## src/rtl/dist_frame_pkg.sv

```systemverilog
// Shared definitions for the distance frame packer.
// Optional checksum byte controlled by macro DIST_FRAME_CSUM_EN.
package dist_frame_pkg;

   localparam logic [7:0] HEADER_DEF = 8'hA5;
   localparam int         WDOG_BITS  = 12;

`ifdef DIST_FRAME_CSUM_EN
   localparam int FRAME_LEN = 4;
`else
   localparam int FRAME_LEN = 3;
`endif

   localparam logic [1:0] LAST_IDX = 2'(FRAME_LEN - 1);

   typedef enum logic [1:0] {
      IDLE      = 2'd0,
      LOAD      = 2'd1,
      WAIT_DONE = 2'd2,
      GUARD     = 2'd3
   } state_t;

endpackage

```

## src/rtl/bit_timer.sv

```systemverilog
// Loadable down-counter shared by the guard and watchdog intervals.
// expire is high while the count sits at zero.
module bit_timer #(
   parameter int W = 8
) (
   input  logic         clk,
   input  logic         rstn,
   input  logic         start,
   input  logic [W-1:0] load_val,
   output logic         expire
);

   logic [W-1:0] cnt_q, cnt_d;

   // Reload on start, otherwise count down and park at zero.
   always_comb begin
      cnt_d = cnt_q;
      if (start)
         cnt_d = load_val;
      else if (cnt_q != '0)
         cnt_d = cnt_q - W'(1);
   end

   // NOTE: sequential state uses non-blocking assignments so every flop samples pre-edge values.
   always_ff @(posedge clk or negedge rstn) begin
      if (!rstn) cnt_q <= '0;
      else       cnt_q <= cnt_d;
   end

   assign expire = (cnt_q == '0);

endmodule

```

## src/rtl/dist_frame_tx.sv

```systemverilog
// Distance frame packer: captures a 16-bit sample and sends
// HEADER, hi, lo (and CSUM when DIST_FRAME_CSUM_EN is defined)
// to a byte UART through a tx_flag/tx_done handshake, with a
// one-bit guard after each stop bit and a per-byte watchdog.
module dist_frame_tx
   import dist_frame_pkg::*;
#(
   parameter int         CLK    = 50000000,
   parameter int         BAUD   = 115200,
   parameter logic [7:0] HEADER = HEADER_DEF
) (
   input  logic        clk,
   input  logic        rstn,
   input  logic [15:0] dist_data,
   input  logic        dist_valid,
   input  logic        tx_done,
   output logic [7:0]  tx_data,
   output logic        tx_flag,
   output logic        busy,
   output logic        ovr,
   output logic        err
);

   localparam int BIT_CYCLES = CLK / BAUD;
   localparam int TW         = $clog2(WDOG_BITS * BIT_CYCLES + 1);

   // Loaded one short of the interval: the first counted cycle is the entry cycle,
   // and the watchdog leaves one more cycle for the registered err pulse.
   localparam logic [TW-1:0] GUARD_LOAD = TW'(BIT_CYCLES - 1);
   localparam logic [TW-1:0] WDOG_LOAD  = TW'(WDOG_BITS * BIT_CYCLES - 2);

   state_t       state_q, state_d;
   logic [1:0]   idx_q, idx_d;
   logic [15:0]  frame_q, frame_d;
   logic [15:0]  pend_q, pend_d;
   logic         pend_full_q, pend_full_d;
   logic [7:0]   tx_data_q, tx_data_d;
   logic         busy_q, busy_d;
   logic         ovr_q, ovr_d;
   logic         err_q, err_d;
`ifdef DIST_FRAME_CSUM_EN
   logic [7:0]   csum_q, csum_d;
`endif

   logic [1:0]    nidx;
   logic [7:0]    nbyte;
   logic [15:0]   launch_val;
   logic          tmr_start;
   logic [TW-1:0] tmr_load;
   logic          tmr_expire;

   bit_timer #(.W(TW)) u_timer (
      .clk      (clk),
      .rstn     (rstn),
      .start    (tmr_start),
      .load_val (tmr_load),
      .expire   (tmr_expire)
   );

   // Byte that follows the current one in the frame.
   always_comb begin
      nidx = 2'(idx_q + 2'd1);
      case (nidx)
         2'd1:    nbyte = frame_q[15:8];
         2'd2:    nbyte = frame_q[7:0];
`ifdef DIST_FRAME_CSUM_EN
         2'd3:    nbyte = csum_q;
`endif
         default: nbyte = HEADER;
      endcase
   end

   // Next-state, pending slot and output pulse logic.
   always_comb begin
      // NOTE: every variable gets a default first so no path leaves it unassigned (no latches).
      state_d     = state_q;
      idx_d       = idx_q;
      frame_d     = frame_q;
      pend_d      = pend_q;
      pend_full_d = pend_full_q;
      tx_data_d   = tx_data_q;
      busy_d      = busy_q;
      ovr_d       = 1'b0;
      err_d       = 1'b0;
      launch_val  = pend_full_q ? pend_q : dist_data;
`ifdef DIST_FRAME_CSUM_EN
      csum_d      = csum_q;
`endif

      // A sample arriving during a frame waits in the slot; latest wins.
      if (dist_valid && busy_q) begin
         pend_d      = dist_data;
         pend_full_d = 1'b1;
         ovr_d       = pend_full_q;
      end

      case (state_q)
         IDLE: begin
            if (pend_full_q || dist_valid) begin
               frame_d   = launch_val;
               idx_d     = 2'd0;
               tx_data_d = HEADER;
               busy_d    = 1'b1;
               state_d   = LOAD;
`ifdef DIST_FRAME_CSUM_EN
               csum_d    = HEADER;
`endif
               // Pending sample launches; a fresh strobe refills the slot behind it.
               if (pend_full_q) begin
                  pend_full_d = dist_valid;
                  if (dist_valid) pend_d = dist_data;
               end
            end
         end
         LOAD: state_d = WAIT_DONE;
         WAIT_DONE: begin
            if (tx_done) begin
               state_d = GUARD;
            end else if (tmr_expire) begin
               state_d = IDLE;
               busy_d  = 1'b0;
               err_d   = 1'b1;
            end
         end
         GUARD: begin
            if (tmr_expire) begin
               if (idx_q == LAST_IDX) begin
                  state_d = IDLE;
                  busy_d  = 1'b0;
               end else begin
                  idx_d     = nidx;
                  tx_data_d = nbyte;
                  state_d   = LOAD;
`ifdef DIST_FRAME_CSUM_EN
                  if (nidx != 2'd3) csum_d = csum_q + nbyte;
`endif
               end
            end
         end
         default: state_d = IDLE;
      endcase

      tmr_start = (state_d != state_q);
      tmr_load  = (state_d == GUARD) ? GUARD_LOAD : WDOG_LOAD;
   end

   // State and datapath registers, all cleared by reset including the pending slot.
   always_ff @(posedge clk or negedge rstn) begin
      if (!rstn) begin
         state_q     <= IDLE;
         idx_q       <= 2'd0;
         frame_q     <= 16'h0000;
         pend_q      <= 16'h0000;
         pend_full_q <= 1'b0;
         tx_data_q   <= 8'h00;
         busy_q      <= 1'b0;
         ovr_q       <= 1'b0;
         err_q       <= 1'b0;
`ifdef DIST_FRAME_CSUM_EN
         csum_q      <= 8'h00;
`endif
      end else begin
         state_q     <= state_d;
         idx_q       <= idx_d;
         frame_q     <= frame_d;
         pend_q      <= pend_d;
         pend_full_q <= pend_full_d;
         tx_data_q   <= tx_data_d;
         busy_q      <= busy_d;
         ovr_q       <= ovr_d;
         err_q       <= err_d;
`ifdef DIST_FRAME_CSUM_EN
         csum_q      <= csum_d;
`endif
      end
   end

   assign tx_data = tx_data_q;
   assign tx_flag = (state_q == LOAD);
   assign busy    = busy_q;
   assign ovr     = ovr_q;
   assign err     = err_q;

endmodule

```

## config.mk

```make
export PLATFORM = sky130hd
export DESIGN_NAME = dist_frame_tx
export DESIGN_NICKNAME = d
export VERILOG_FILES = /design/src/rtl/dist_frame_pkg.sv /design/src/rtl/bit_timer.sv /design/src/rtl/dist_frame_tx.sv
export SDC_FILE = /design/constraint.sdc
export NUM_CORES = 1
export LEC_CHECK = 0
export ABC_CLOCK_PERIOD_IN_PS = 2200
export BUFFER_PORTS_ARGS = -buffer_cell sky130_fd_sc_hd__clkbuf_2
export CELL_PAD_IN_SITES_DETAIL_PLACEMENT = 1
export CELL_PAD_IN_SITES_GLOBAL_PLACEMENT = 1
export CORE_ASPECT_RATIO = 2
export CORE_MARGIN = 2
export CORE_UTILIZATION = 35
export CTS_CLUSTER_SIZE = 8
export DETAILED_ROUTE_END_ITERATION = 16
export GPL_TIMING_DRIVEN = 0
export PLACE_DENSITY_LB_ADDON = 0.1
export SLEW_MARGIN = 15
export SYNTH_ARGS = -nofsm -noshare
export SYNTH_HDL_FRONTEND = slang
export SYNTH_SLANG_ARGS = --single-unit
```

## constraint.sdc

```tcl
create_clock -name clk -period 2.2 [get_ports clk]
set_input_delay 0.11 -clock clk [delete_from_list [all_inputs] [get_ports clk]]
set_output_delay 0.11 -clock clk [all_outputs]
set_load 0.03 [all_outputs]
```

==> flow_summary_export.csv, run 1 <==
group,metric,value,unit
floorplanning,core_area,0.00794,sq mm
place,hpwl,5290,microns
timing,hold_ws,0.0334,ns
timing,tightestPinTransition,0.773,ns
clock_network,clk_pin_slew,0.05,ns
timing,setup_viol,1,
clock_network,clk_path_buf_depth,2,
hold_path,min_path_type,"in -> reg",
synth,yosysWarnings,0,
clock_network,cts_sinks,61,
synth,yosysUniqueCellTypes,43,
floorplanning,initial_core_util,36.2,%
clock_network,htree_levels,3,
synth,syn_area,0.00288,sq mm
finish,fillers,886,
worst_setup_path,worst-path-buf-inv,1,
routing,vias,2154,
synth,synthArstFlopShare,100,%
pwr,power_leakage,1.72,nW
synth,syn_avg_cell_area,10.8,sq um
finish,antenna_cells,0,
timing,slew_violations,0,
floorplanning,die_w,68.1,microns
worst_setup_path,startpoint_type,"flop",
global_route,grt-ovfl-total,0,
routing,drt_pass1_iterations,4,
timing,fin_crit_sh,100,%
clock_network,insertion_delay,0.32,ns
finish,fin_area,0.00353,sq mm
worst_setup_path,critPathMaxFanout,7,
timing,worst_slack,-0.00338,ns
timing,max_freq,0.454,GHz
global_route,grt_usage,17.6,%
routing,viasPerCell,5.23,
finish,fin_cells,412,
finish,final_layout_size_suffix_gt1_share,25.6,%
worst_setup_path,crit_slowest_cell,"or4_4",
routing,drt_iter0_drc,39,
synth,ys_seq_area_share,53.1,%
worst_setup_path,cp.required,2.40,ns
global_route,grt_max_degree,54,
finish,syn_to_final_growth,22.9,%
synth,synth_top_area_share,53.1,%
pwr,vdd_drop_max,508,uV
worst_setup_path,path_cells,"inv_2, ha_4, or4b_4, or4_4, o32a_1",
synth,synth_area_leaders,"dfrtp_1 53%, mux2i_1 8.7%, mux2_2 6.7%",
synth,ys_seq_elements,61,
floorplanning,fp-row-count,46,
pwr,finalPower,3.64,mW
floorplanning,die_height,132,microns
worst_setup_path,worstSetupEndpointType,"flop",
worst_setup_path,cp.arrival,2.40,ns
clock_network,ctsRootBufferMaster,"clkbuf_16",
job,cap_violations,0,
run_status,status,"finished, violations left",
place,dp_cells,393,
worst_setup_path,slowest_delay,0.59,ns
worst_setup_path,critical_path.top_delay_family,"simple AND/OR/NAND/NOR gates",
place,routabilityCongestion,0.740,
timing,fin_crit,2.20,ns
routing,wire_per_inst,16.8,microns
timing,slew_headroom,48.1,%
synth,ys.flop_type,"dfrtp_1",
routing,ant_nets,0,
routing,wl,6930,microns
floorplanning,ioPinCount,32,
pwr,powerDensity,1030,mW/mm^2
place,portBuffers,30,
synth,synth_edf_count,0,
clock_network,cts_tree,"built",
finish,layout.nets,337,
place,place_ws,-0.211,ns
routing,remaining_drc_errors,0,
timing,grt_setup_unrepaired,"yes",
timing,hold_viol_final,0,
global_route,antenna_found_initial,0,
run_status,violations,"setup timing",
global_route,grt_pass1_vias,2347,
worst_setup_path,rrSetupSlack,-0.003,ns
clock_network,numCtsBuffers,9,
worst_setup_path,crit_type,"reg -> reg",
synth,synthesis.instances,266,
timing,fin_skew,0.00576,ns
synth,synth_area_leader_cell,"dfrtp_1",
synth,synth.net_count,290,
floorplanning,dieArea,0.00900,sq mm
place,placed_area,0.00319,sq mm
global_route,grt_pass1_wl,11500,microns
worst reg2reg max path: stages, from the launching register on:
cell	delay [ns]
dfrtp_1	0.39
inv_2	0.08
ha_4	0.13
or4b_4	0.52
or4_4	0.59
o32a_1	0.37
Yosys cell counts, types with 2 or more instances:
cell type / number
dfrtp_1: 61
mux2i_1: 25
nand2_1: 24
o21ai_0: 24
nor2_1: 22
mux2_2: 17
a21oi_1: 12
clkbuf_1: 10
inv_1: 7
nor3_1: 7
a22oi_1: 4
ha_1: 4
or4_1: 4
a21o_1: 3
a22o_1: 3
nand3_1: 3
nor4_1: 3
or3_1: 3
xnor2_1: 3
buf_2: 2
nor2b_1: 2
o31ai_1: 2
final cells by class:
| cell class | count | area (sq um) | area share [%] |
|---|---|---|---|
| flip-flops and latches | 61 | 1530 | 43.2 |
| multi-input cells | 184 | 1300 | 36.8 |
| clock buffers | 12 | 256 | 7.26 |
| repair buffers | 39 | 245 | 6.94 |
| well taps | 96 | 120 | 3.40 |
| plain buffers | 11 | 47.5 | 1.35 |
| inverters | 7 | 26.3 | 0.743 |
| clock inverters | 2 | 10.0 | 0.283 |
cells by family (layout without fill, tap and decap cells):
kind of cell               count (synthesis)  in the layout  share of synthesized area, %
AOI/OAI and AO/OA                         58             58                          12.4
xor gates and xnor gates                   4              4                          1.22
adders and majority gates                  4              4                          1.74
buffers and inverters                     21             71                          3.09
DFF                                       61             61                          53.1
muxes                                     42             42                          15.4
and+or+nand+nor                           76             76                          13.2
timing repair:
item	in CTS	in global routing
hold buffers	2	0
endpoints found under the setup margin	34	31
pin swaps	4	1
endpoints found under the hold margin	62	0
buffers inserted	5	1
resized for setup	11	3
path summary, 6_finish.rpt:
path | from | end | cells past startpoint
worst max-delay path | u_timer.cnt_q[0] | busy | 5
worst min-delay path | dist_data[15] | flop | 2
worst max register to register | u_timer.cnt_q[0] | busy | 5
worst min register to register | frame_q[6] | frame_q[6] | 2
max in group asynchronous | rstn | u_timer.cnt_q[6] | 3
min in group asynchronous | rstn | err | 2
power breakdown:
| part | switching, mW | leakage, nW | internal (mW) |
|---|---|---|---|
| sequential | 0.191 | 0.728 | 1.33 |
| clock | 0.451 | 0.134 | 0.804 |
| combinational | 0.471 | 0.861 | 0.389 |
per-stage QoR:
step           setup TNS [ns]  util [%]
6_report             -0.00338      44.5
5_1_grt                -0.167      44.5
4_1_cts               -0.0191      44.4
3_5_place_dp            -3.61      40.2
3_3_place_gp            -3.20      39.8
2_1_floorplan               0         -
cells in the final DEF, fill, tap and decap left out, types with 2 or more instances in the layout:
master and count:
mux2i_1 25, a21oi_1 12, dlygate4sd3_1 2, nor2_1 22
a22oi_1 4, mux2_2 17, nor3_1 6, inv_1 5
a22o_1 3, a21o_1 3, clkbuf_1 8, or4_4 2
nor4_1 3, nand2_1 24, clkbuf_16 9, o31ai_1 2
clkinv_2 2, xnor2_1 3, dfrtp_1 61, buf_4 7
nor2b_1 2, nand3_1 3, o21ai_0 22, or3_1 3
inv_2 2, clkbuf_2 31, clkbuf_8 2, ha_1 3
o21ai_1 3, or4_1 3
layer usage:
layer  GRT usage [%]  part of all wire (%)
met4            8.00                   1.8
met1            16.5                    35
met5               0                     0
met3            3.76                   2.7
met2            33.4                    60
Note: power is estimated with default switching activity, not from simulation.
==> run 2, diff against run 1 <==
--- a/config.mk
+++ b/config.mk
@@ -5,6 +5,7 @@
 export SDC_FILE = /design/constraint.sdc
 export NUM_CORES = 1
 export LEC_CHECK = 0
+export ABC_AREA = 1
 export ABC_CLOCK_PERIOD_IN_PS = 2200
 export BUFFER_PORTS_ARGS = -buffer_cell sky130_fd_sc_hd__clkbuf_2
 export CELL_PAD_IN_SITES_DETAIL_PLACEMENT = 1
==> run 2 against run 1 <==
Compared with the run above:
- the run now ends clean
- area after synthesis is 3.7% higher
- clock skew is essentially flat
- clock-buffer cell count unchanged
- total power up 19%
- fmax increased by 10%
- critical path type unchanged
- largest cell class unchanged
==> flow_summary_export.csv, run 2 <==
group,metric,value,unit
run_status,status,"completed",
synth,yosysMostFrequentCell,"dfrtp_1",
routing,wire_per_inst,15.3,microns
clock_network,ctsRootBufferMaster,"clkbuf_16",
synth,synthesis.instances,350,
pwr,pwr-share-comb,31.6,%
worst_setup_path,critical_path.top_delay_family,"simple AND/OR/NAND/NOR gates",
floorplanning,ioPinCount,32,
pwr,p_int,2.79,mW
routing,remaining_drc_errors,0,
synth,synth_area_leader_cell,"dfrtp_1",
routing,drt_iter0_drc,56,
finish,fin_cells,494,
finish,layout_common_cells,"61 x dfrtp_1, 60 x nand2_1, 50 x inv_1",
timing,fin_crit_sh,90.9,%
place,dp_cells,480,
finish,layout_commonest_cell,"dfrtp_1",
clock_network,cts_tree,"built",
synth,ys.flop_type,"dfrtp_1",
finish,layout.nets,419,
timing,slew_violations,0,
finish,antenna_cells,0,
pwr,finalPower,4.34,mW
worst_setup_path,worst-path-buf-inv,3,
synth,syn_area,0.00298,sq mm
timing,worst_slack,0.200,ns
finish,final_layout_size_suffix_gt1_share,17.4,%
timing,setup_viol,0,
synth,ys_seq_area_share,51.2,%
floorplanning,die_height,135,microns
clock_network,insertion_delay,0.32,ns
timing,grt_setup_unrepaired,"no",
synth,synthArstFlopShare,100,%
place,routabilityCongestion,0.752,
global_route,grt_pass1_wl,13000,microns
global_route,grt_pass1_vias,2654,
finish,fillers,1010,
pwr,vdd_drop_max,503,uV
clock_network,post-cts-setup-buffers,0,
floorplanning,fp-row-count,47,
clock_network,numCtsBuffers,9,
routing,viasPerCell,4.88,
routing,wl,7560,microns
worst_setup_path,worstSetupEndpointType,"flop",
floorplanning,initial_core_util,36.0,%
global_route,grt_max_degree,44,
timing,slew_headroom,61.9,%
pwr,p_sw,1.55,mW
pwr,power_leakage,1.75,nW
synth,synth.net_count,374,
timing,fin_tns_setup,0,ns
timing,max_freq,0.500,GHz
finish,syn_to_final_growth,19.0,%
global_route,grt-ovfl-total,0,
routing,drt_pass1_iterations,4,
routing,vias,2410,
worst_setup_path,crit_slowest_cell,"dfrtp_1",
clock_network,clk_path_buf_depth,2,
job,cap_violations,0,
synth,yosysWarnings,0,
place,portBuffers,31,
pwr,pwr-share-clk,27.2,%
worst_setup_path,slowest_delay,0.35,ns
worst_setup_path,cp.required,2.41,ns
worst_setup_path,cp.arrival,2.21,ns
finish,utilization,42.8,%
routing,ant_nets,0,
synth,ys_seq_elements,61,
pwr,switching_share,35.8,%
timing,fin_crit,2.00,ns
synth,synth_edf_count,0,
synth,syn_avg_cell_area,8.53,sq um
worst_setup_path,path_cells,"inv_1, ha_2, nand2_2, nor2_4, nand2_2, buf_6, a21oi_4, nand2_4, buf_6, nand2_1, nand2_1",
timing,tightestPinTransition,0.572,ns
floorplanning,dieArea,0.00933,sq mm
clock_network,htree_levels,3,
pwr,powerDensity,1220,mW/mm^2
worst_setup_path,crit_type,"reg -> reg",
clock_network,clk_pin_slew,0.05,ns
place,hpwl,5880,microns
place,place_ws,0.103,ns
floorplanning,die_w,69.3,microns
global_route,antenna_found_initial,0,
timing,fin_skew,0.00574,ns
hold_path,min_path_type,"in -> reg",
global_route,grt_usage,17.9,%
synth,yosysUniqueCellTypes,32,
synth,synth_top_area_share,51.2,%
floorplanning,core_area,0.00829,sq mm
synth,synth_area_leaders,"dfrtp_1 51%, nand2_1 7.5%, inv_1 6.3%",
pwr,seqPwrFrac,41.2,%
worst_setup_path,startpoint_type,"flop",
synth,synth_commonest_cells,"61 x dfrtp_1, 60 x nand2_1, 50 x inv_1",
worst_setup_path,critPathMaxFanout,10,
timing,hold_viol_final,0,
clock_network,cts_sinks,61,
## run 2: path summary, 6_finish.rpt
| kind | from | end | slack [ns] | cells past startpoint |
|---|---|---|---|---|
| max in group asynchronous | rstn | frame_q[15] | 1.43 | 3 |
| min reg2reg | tx_data[6] | tx_data[6] | 0.48 | 2 |
| max reg2reg | u_timer.cnt_q[0] | tx_data[4] | 0.20 | 11 |
| min in group asynchronous | rstn | frame_q[4] | 0.26 | 2 |
| min | dist_data[15] | flop | 0.01 | 3 |
| max | u_timer.cnt_q[0] | tx_data[4] | 0.20 | 11 |
## run 2: area by class of cell
| cell class | count | area, sq um | area share [%] |
|---|---|---|---|
| plain buffers | 11 | 60.1 | 1.69 |
| clock buffers | 12 | 236 | 6.66 |
| inverters | 51 | 191 | 5.39 |
| multi-input cells | 227 | 1210 | 34.0 |
| flip-flops and latches | 61 | 1530 | 43.0 |
| well taps | 98 | 123 | 3.45 |
| repair buffers | 34 | 205 | 5.78 |
## run 2: what timing repair did
action / in CTS / in global routing
gates resized for setup: 0 / 1
endpoints found under the setup margin: 0 / 5
hold buffers: 2 / 0
endpoints found under the hold margin: 19 / 0
## run 2: worst min-delay path: stages
cell,delay [ns]
clkbuf_2,0.08
inv_1,0.06
a21oi_1,0.05
## run 2: power groups by stage
stage               combinational (mW)  sequential [mW]  clock [mW]
finish                            1.37             1.79        1.18
global route                      1.58             1.84        1.26
detailed placement                1.39             1.81           0
global placement                  1.35             1.80           0
CTS                               1.41             1.79        1.22
floorplan                        0.894             1.89           0
## run 2: per-stage QoR
stage | hold WS, ns | cell area, sq um
5_1_grt | 0.0276 | 3550
3_3_place_gp | 0.289 | 3260
6_report | 0.0136 | 3550
4_1_cts | 0.00485 | 3550
3_5_place_dp | 0.0463 | 3290
2_1_floorplan | -0.186 | 2980
## run 2: logic make-up (layout without fill, tap and decap cells)
logic type	Yosys count	after routing	synth area share, %
AND/OR/NAND/NOR	137	137	20.2
adder cells (fa/ha/maj)	4	4	1.68
AO/OA/AOI/OAI	74	74	14.8
flip-flops	61	61	51.2
multiplexers	3	3	1.13
buffers and inverters	62	108	8.43
XOR/XNOR	9	9	2.64
## run 2: metal layers
layer / track usage [%] / wire, microns / share of wire, % / up-vias
met1: 17.6 / 2710 / 36 / 1171
li1: - / - / - / 1210
met3: 4.33 / 158 / 2.1 / 8
met2: 35.4 / 4560 / 60 / 21
met5: 0 / 0 / 0 / -
met4: 6.21 / 135 / 1.8 / 0
==> run 3, diff against run 2 <==
--- a/config.mk
+++ b/config.mk
@@ -6,13 +6,13 @@
 export NUM_CORES = 1
 export LEC_CHECK = 0
 export ABC_AREA = 1
-export ABC_CLOCK_PERIOD_IN_PS = 2200
+export ABC_CLOCK_PERIOD_IN_PS = 1900
 export BUFFER_PORTS_ARGS = -buffer_cell sky130_fd_sc_hd__clkbuf_2
 export CELL_PAD_IN_SITES_DETAIL_PLACEMENT = 1
 export CELL_PAD_IN_SITES_GLOBAL_PLACEMENT = 1
 export CORE_ASPECT_RATIO = 2
 export CORE_MARGIN = 2
-export CORE_UTILIZATION = 35
+export CORE_UTILIZATION = 44
 export CTS_CLUSTER_SIZE = 8
 export DETAILED_ROUTE_END_ITERATION = 16
 export GPL_TIMING_DRIVEN = 0
==> constraint.sdc (replaced) <==
create_clock -name clk -period 1.9 [get_ports clk]
set_input_delay 0.095 -clock clk [delete_from_list [all_inputs] [get_ports clk]]
set_output_delay 0.095 -clock clk [all_outputs]
set_load 0.03 [all_outputs]
==> run 3 against run 2 <==
Compared with the run above:
- critical path depth increased by 2
- worst setup slack got worse by 0.11 ns
- via count is 4.6% higher
- largest power group unchanged
- die area decreased by 20%
- clock power grew 42%
- combinational power is 27% higher
- routed wire length is 2.1% higher
- sequential cell count unchanged
==> flow_summary_export.csv, run 3 (same netlist as run 2, synthesis figures left out) <==
group,metric,value,unit
worst_setup_path,crit_end,"u_timer.cnt_q[10]",
clock_network,cts_sinks,61,
clock_network,ctsRootBufferMaster,"clkbuf_16",
floorplanning,core_area,0.00657,sq mm
worst_setup_path,critPathMaxFanout,10,
routing,drt_pass1_iterations,3,
worst_setup_path,startpoint_type,"flop",
global_route,grt_pass1_vias,2727,
routing,viasPerCell,5.04,
pwr,vdd_drop_max,689,uV
finish,utilization,56.9,%
timing,fin_tns_setup,0,ns
clock_network,clk_pin_slew,0.06,ns
worst_setup_path,rr_worst_depth,13,
clock_network,cts_tree,"built",
floorplanning,initial_core_util,45.4,%
clock_network,insertion_delay,0.33,ns
finish,antenna_cells,0,
worst_setup_path,crit_start,"u_timer.cnt_q[1]",
routing,ant_nets,0,
clock_network,htree_levels,3,
finish,fin_cells,500,
routing,drt_iter0_drc,59,
timing,slew_headroom,67.4,%
worst_setup_path,rr_endpoint,"u_timer.cnt_q[10]",
timing,hold_ws,0.00866,ns
worst_setup_path,cp.required,2.13,ns
timing,max_freq,0.552,GHz
pwr,finalPower,5.51,mW
place,routabilityCongestion,0.769,
worst_setup_path,rrSetupSlack,0.09,ns
floorplanning,dieArea,0.00750,sq mm
routing,wl,7720,microns
floorplanning,die_height,120,microns
routing,vias,2520,
place,dp_cells,470,
run_status,status,"completed",
place,hpwl,5590,microns
finish,syn_to_final_growth,25.2,%
global_route,grt-ovfl-total,0,
floorplanning,ioPinCount,32,
floorplanning,fp-row-count,42,
global_route,grt_usage,22.7,%
finish,final_layout_size_suffix_gt1_share,22.1,%
clock_network,clk_path_buf_depth,2,
timing,setup_viol,0,
timing,tightestPinTransition,0.489,ns
clock_network,numCtsBuffers,9,
worst_setup_path,crit_type,"reg -> reg",
timing,hold_viol_final,0,
global_route,antenna_found_initial,0,
finish,multi_input_area,0.00123,sq mm
pwr,powerDensity,1470,mW/mm^2
timing,fin_skew,0.00901,ns
finish,fillers,814,
timing,fin_crit,1.81,ns
job,cap_violations,0,
global_route,grt_pass1_wl,12800,microns
place,placed_area,0.00327,sq mm
global_route,grt_max_degree,40,
timing,fin_crit_sh,95.3,%
floorplanning,die_w,62.2,microns
finish,regArea,0.00153,sq mm
pwr,power_leakage,1.85,nW
finish,layout.nets,431,
place,place_ws,-0.115,ns
routing,wire_per_inst,15.4,microns
worst_setup_path,cp.arrival,2.04,ns
timing,slew_violations,0,
finish,layout_common_cells,"61 x dfrtp_1, 60 x nand2_1, 48 x inv_1",
worst_setup_path,worstSetupEndpointType,"flop",
timing,worst_slack,0.0885,ns
worst_setup_path,r2r_start,"u_timer.cnt_q[1]",
finish,fin_area,0.00373,sq mm
place,portBuffers,31,
routing,remaining_drc_errors,0,
hold_path,min_path_type,"in -> reg",
finish,layout_commonest_cell,"dfrtp_1",
[run 3: cell types whose count changed in the layout (fill, tap and decap cells not counted), sizes merged]
cell         change
buf              +7
clkinv           +3
bufinv           +1
dlygate4sd3      +5
[run 3: report_power, final]
part	internal [mW]	switching (mW)	total, mW	leakage [nW]
clock network	1.11	0.565	1.68	0.158
logic	0.675	1.07	1.74	0.972
registers	1.77	0.312	2.08	0.717
[run 3: worst min path at each step]
stage                              from                         end  slack, ns  cells past startpoint
after floorplan                    rstn  asynchronous set/reset pin      -0.20                      0
after global placement          tx_done                         err       0.27                      2
after detailed placement           rstn            u_timer.cnt_q[0]       0.04                      1
after CTS                  dist_data[4]                        flop     0.0003                      3
after global routing      dist_data[10]                        flop       0.02                      2
final                      dist_data[4]                        flop      0.009                      3
[run 3: final cells by class]
type | instances | area share, %
Clock buffer | 12 | 7.14
Timing Repair Buffer | 46 | 8.04
Tap cell | 88 | 2.95
Clock inverter | 4 | 1.21
Inverter | 51 | 5.13
Multi-Input combinational cell | 227 | 33.0
Sequential cell | 61 | 40.9
Buffer | 11 | 1.68
[run 3: layer usage]
metal / global-route usage (%) / share of wire [%] / vias up
met3: 5.67 / 2.2 / 12
met4: 10.7 / 2.5 / 0
li1: - / - / 1243
met5: 0 / 0 / -
met1: 20.6 / 33 / 1227
met2: 45.5 / 62 / 38
[run 3: repair_timing]
action                                  CTS  global route
pin swaps                                 1             2
hold endpoints to repair                 28             0
endpoints found under the setup margin   22            30
hold buffers                              7             0
setup buffers                             1             6
gates resized for setup                   3            10
[run 3: critical path, stage by stage (launching register included)]
cell and delay (ns):
dfrtp_1 0.39, inv_1 0.11, ha_4 0.17, nand2_2 0.09
nor2_4 0.13, nand2_2 0.07, buf_6 0.15, nand2_1 0.10
nand2_2 0.08, nand3_4 0.12, buf_4 0.13, nand3_1 0.07
nand2_1 0.07, nor2_1 0.04
